==> src/rtl/lut_eval_pkg.sv <==
// Shared types and helpers for the LUT evaluator.
// Holds the sweep FSM state enum, table width helper and input limit.
package lut_eval_pkg;

  localparam int MAX_N_IN = 6;

  typedef enum logic [1:0] {
    IDLE,
    SWEEP,
    DONE
  } sweep_state_t;

  function automatic int tt_width(input int n);
    return 1 << n;
  endfunction

endpackage

==> src/rtl/lut_eval_core.sv <==
// Combinational truth-table lookup shared by eval and sweep.
// Ports: tt (table), sel (index), y (selected table bit).
module lut_eval_core
  import lut_eval_pkg::*;
#(
  parameter int N_IN = 4,
  parameter int TT_W = tt_width(N_IN)
) (
  input  logic [TT_W-1:0] tt,
  input  logic [N_IN-1:0] sel,
  output logic            y
);

  assign y = tt[sel];

endmodule

==> src/rtl/lut_eval_seq.sv <==
// Clocked N_IN-input LUT evaluator with valid/ready eval and self-sweep.
// Ports: cfg_* table load, in_*/out_* eval stream, sweep_* self-check.
module lut_eval_seq
  import lut_eval_pkg::*;
#(
  parameter  int N_IN  = 4,
  parameter  int CNT_W = 16,
  localparam int TT_W  = tt_width(N_IN)
) (
  input  logic             clk,
  input  logic             rst_n,
  input  logic             cfg_valid,
  output logic             cfg_ready,
  input  logic [TT_W-1:0]  cfg_tt,
  input  logic             in_valid,
  output logic             in_ready,
  input  logic [N_IN-1:0]  in_vec,
  output logic             out_valid,
  input  logic             out_ready,
  output logic             out_bit,
  input  logic             sweep_start,
  output logic             sweep_busy,
  output logic             sweep_done,
  output logic [TT_W-1:0]  sweep_sig,
  output logic             sweep_match,
  output logic [CNT_W-1:0] eval_count
);

  localparam logic [N_IN:0] IDX_LAST = (N_IN+1)'(TT_W - 1);

  sweep_state_t    state_q;
  sweep_state_t    state_d;
  logic [N_IN:0]   idx_q;
  logic [TT_W-1:0] tt_reg;
  logic [N_IN-1:0] lut_sel;
  logic            lut_y;
  logic            cfg_fire;
  logic            in_fire;
  logic            sweep_go;
  logic            in_sweep;

  assign in_sweep   = (state_q == SWEEP);
  assign cfg_ready  = (state_q == IDLE) && !out_valid;
  assign in_ready   = (state_q == IDLE) && (!out_valid || out_ready);
  assign cfg_fire   = cfg_valid && cfg_ready;
  assign in_fire    = in_valid && in_ready;
  // a load in the same cycle wins; the sweep request is dropped
  assign sweep_go   = sweep_start && cfg_ready && !cfg_valid;
  assign sweep_busy = (state_q != IDLE);
  assign sweep_done = (state_q == DONE);

  // sweep drives the real lookup path so it checks the eval mux
  assign lut_sel = in_sweep ? idx_q[N_IN-1:0] : in_vec;

  lut_eval_core #(
    .N_IN (N_IN),
    .TT_W (TT_W)
  ) u_core (
    .tt  (tt_reg),
    .sel (lut_sel),
    .y   (lut_y)
  );

  always_comb begin
    state_d = state_q;
    unique case (state_q)
      IDLE:    if (sweep_go) state_d = SWEEP;
      SWEEP:   if (idx_q == IDX_LAST) state_d = DONE;
      DONE:    state_d = IDLE;
      default: state_d = IDLE;
    endcase
  end

  always_ff @(posedge clk or negedge rst_n) begin
    if (!rst_n) begin
      state_q     <= IDLE;
      idx_q       <= '0;
      sweep_sig   <= '0;
      sweep_match <= 1'b0;
    end else begin
      state_q <= state_d;
      if (sweep_go) begin
        idx_q     <= '0;
        sweep_sig <= '0;
      end else if (in_sweep) begin
        sweep_sig[idx_q[N_IN-1:0]] <= lut_y;
        idx_q <= idx_q + 1'b1;
      end
      if (state_q == DONE)
        sweep_match <= (sweep_sig == tt_reg);
    end
  end

  always_ff @(posedge clk or negedge rst_n) begin
    if (!rst_n) begin
      tt_reg     <= '0;
      out_valid  <= 1'b0;
      out_bit    <= 1'b0;
      eval_count <= '0;
    end else begin
      if (cfg_fire)
        tt_reg <= cfg_tt;
      if (in_fire) begin
        out_valid <= 1'b1;
        out_bit   <= lut_y;
      end else if (out_ready) begin
        out_valid <= 1'b0;
      end
      if (cfg_fire)
        eval_count <= '0;
      else if (in_fire && (eval_count != '1))
        eval_count <= eval_count + 1'b1;
    end
  end

endmodule

==> config.mk <==
export PLATFORM = sky130hd
export DESIGN_NAME = lut_eval_seq
export DESIGN_NICKNAME = d
export VERILOG_FILES = /design/src/rtl/lut_eval_pkg.sv /design/src/rtl/lut_eval_core.sv /design/src/rtl/lut_eval_seq.sv
export SDC_FILE = /design/constraint.sdc
export NUM_CORES = 1
export LEC_CHECK = 0
export BUFFER_PORTS_ARGS = -buffer_cell sky130_fd_sc_hd__buf_2
export CAP_MARGIN = 15
export CORE_MARGIN = 10
export CORE_UTILIZATION = 40
export DETAILED_ROUTE_END_ITERATION = 6
export GPL_ROUTABILITY_DRIVEN = 0
export PLACE_DENSITY = 0.74
export SYNTH_ARGS = -nofsm -noshare
export SYNTH_HDL_FRONTEND = slang
export SYNTH_SLANG_ARGS = --single-unit
==> constraint.sdc <==
create_clock -name clk -period 1.6 [get_ports clk]
set_input_delay 0.32 -clock clk [delete_from_list [all_inputs] [get_ports clk]]
set_output_delay 0.32 -clock clk [all_outputs]
set_load 0.02 [all_outputs]
==> qor.csv <==
metric;value;unit
status;finished with violations;
violations;negative setup slack;
maxSlewViolCount;0;
syn2layout_area_growth;38.9;%
worstSetupPathType;reg2reg;
cp_slowest_cell;dfrtp_2;
clockPowerShare;14.8;%
power_density;1840;nW/µm²
synthCells;309;
drive_above_1_share;46.8;%
die_area;11700;µm²
r2r_start;state_q[1];
cts_tree;built;
finalWirelength;9.19;mm
critical_path_required;1.86;ns
max_freq;0.567;GHz
async_reset_ff_share;100;%
n_antenna_cell;0;
place_area;3890;µm²
combPwrFrac;52.3;%
peakVddDrop;594;µV
slew_headroom;71.3;%
yosysWarnings;0;
nFillCells;634;
slowest_delay;0.42;ns
io_pins;65;
ys_ff_latch;58;
post_drt_wl_per_cell;17.5;µm
synth-seq-area-share;46.6;%
finalHoldViolations;0;
grt_pass1_wl;14.3;mm
cellLeakagePower;1.96;nW
setup_slack;-0.163;ns
drc_errors;0;
hpwl;6.67;mm
skew;0.00992;ns
via_count;2798;
netlist_area;3120;µm²
pwr-share-seq;32.8;%
worstPathMaxFanout;8;
cts_buffer_depth;2;
syn_avg_cell_area;10.1;µm²
total_power;7.96;mW
viasPerCell;5.33;
die_h;108;µm
maxCapViolations;0;
ant_nets;0;
port_buffers;64;
grt_antenna_before_repair;0;
p_sw_share;42.9;%
fin_cells;525;
placed_cells;501;
rsz0062_at_grt;yes;
initial_core_util;40.8;%
cp-start-kind;flop;
syn_nets;341;
cts-root-buf;clkbuf_8;
finalInstanceArea;4330;µm²
fin_crit_sh;110;%
cp-startpoint;state_q[1];
grt_util_all_layers;15.4;%
critPathCapture;sweep_sig[6];
grt-ovfl-total;0;
firstDrtPassIters;5;
cts.sinks;58;
p_sw;3.41;mW
grt_pass1_vias;2851;
synth-main-ff-cell;dfrtp_1;
die_w;108;µm
final_cell_mix;buf_2, dfrtp_1, buf_4;
cp_cell_sequence;nand2b_4 -> mux2i_4 -> buf_6 -> a21oi_2 -> a22oi_2 -> nand2_4 -> o21ai_1;
worstSkewPairLatency;0.34;ns
fp.coreArea;7650;µm²
fin_setup_tns;-3.12;ns
setup_viol;44;
arrival;2.02;ns
drtIter0Drc;114;
p_int;4.54;mW
worstMarginPinSlew;0.424;ns
cts_inserted_buffers;9;
grt_max_degree;25;
rows;32;
hp-class;in2reg;
final_common_cell;buf_2;
htree_levels;3;
period_minus_slack;1.76;ns
cp-end-kind;flop;
synthDistinctLibCells;48;
synth_edf_count;0;
r2r_cells;7;
timing.rr.end;sweep_sig[6];
fin_nets;451;
post-place-ws;-0.161;ns
r2r_slack;-0.16;ns
clk_pin_slew;0.06;ns
==> through the flow <==
step,hold slack [ns],utilization (%)
2_1_floorplan,0.0244,-
3_3_place_gp,0.243,50.9
3_5_place_dp,0.246,50.9
4_1_cts,0.203,55.0
5_1_grt,0.196,56.6
6_report,0.213,56.6
==> worst max-delay path, delay by kind of cell, from the launching register on <==
family / cells / cell delay (ns)
muxes: 1 / 0.28
AOI/OAI and AO/OA: 3 / 0.48
and+or+nand+nor: 2 / 0.35
DFF: 1 / 0.42
buffers and inverters: 1 / 0.16
==> metal layers <==
metal  routed length [µm]  up-vias  global-route usage (%)
met5                    0        -                       0
met4                  197        0                    5.74
met3                  642       20                    5.35
met2                 4770       86                    26.3
met1                 3570     1364                    17.5
li1                     -     1328                       -
==> worst min path at each step <==
stage,start,slack [ns],cells past startpoint,end
after detailed placement,rst_n,0.25,1,eval_count[11]
after global placement,rst_n,0.24,1,eval_count[11]
after floorplan,rst_n,0.02,0,eval_count[0]
after CTS,cfg_tt[8],0.20,2,tt_reg[8]
final,cfg_tt[8],0.21,2,tt_reg[8]
after global routing,cfg_tt[8],0.20,2,tt_reg[8]
==> Yosys cell counts, types with 2 or more instances <==
cell,number,area (µm²)
o21ai_2,2,17.5
o21ai_1,14,70.1
clkbuf_1,5,18.8
mux2_2,15,169
a22oi_2,4,50.1
nor2_1,22,82.6
and4bb_2,2,25.0
ha_1,6,75.1
buf_6,3,33.8
dfrtp_1,58,1450
mux2i_1,2,20.0
o21ai_0,7,35.0
nor2b_1,3,18.8
nand4_1,10,62.6
inv_1,10,37.5
and3_1,3,18.8
nor3_1,2,10.0
a31oi_1,4,25.0
nand2_1,22,82.6
buf_2,2,10.0
and2_1,3,18.8
xor2_1,4,35.0
xnor2_1,23,201
mux2_1,2,22.5
or3_1,6,37.5
nand3_1,35,175
a21oi_1,17,85.1
nor4b_1,2,17.5
and4_1,2,17.5
==> timing repair <==
item / CTS / global route
cloned: 1 / 0
hold buffers: 1 / 0
pin swaps: 24 / 9
setup buffers: 5 / 2
endpoints found under the setup margin: 32 / 52
endpoints found under the hold margin: 12 / 0
resized for setup: 17 / 26
==> area by class of cell <==
cell class / instances / area (µm²) / share of cell area [%]
timing repair buffer: 110 / 763 / 17.6
tap: 102 / 128 / 2.95
multi-input combinational: 229 / 1760 / 40.7
inverter: 11 / 41.3 / 0.954
clock buffer: 12 / 155 / 3.58
clock inverter: 3 / 15.0 / 0.347
sequential: 58 / 1460 / 33.8
==> logic make-up (layout without fill, tap and decap cells) <==
| logic type | count (synthesis) | after routing | synth area share (%) |
|---|---|---|---|
| flip-flops | 58 | 58 | 46.6 |
| buffers and inverters | 22 | 136 | 3.57 |
| adder cells (fa/ha/maj) | 6 | 6 | 2.41 |
| XOR/XNOR | 27 | 27 | 7.59 |
| multiplexers | 21 | 21 | 7.99 |
| AND/OR/NAND/NOR | 122 | 122 | 21.1 |
| AO/OA/AOI/OAI | 53 | 53 | 10.8 |
==> power by group through the flow <==
| stage | clock [mW] | sequential, mW | combinational [mW] |
|---|---|---|---|
| after global placement | 0 | 2.56 | 3.55 |
| after CTS | 1.20 | 2.57 | 3.97 |
| after detailed placement | 0 | 2.57 | 3.67 |
| after global routing | 1.28 | 2.67 | 4.49 |
| after floorplan | 0 | 2.65 | 2.36 |
| final | 1.18 | 2.61 | 4.16 |
No activity file was read; power rests on OpenSTA's default activity.
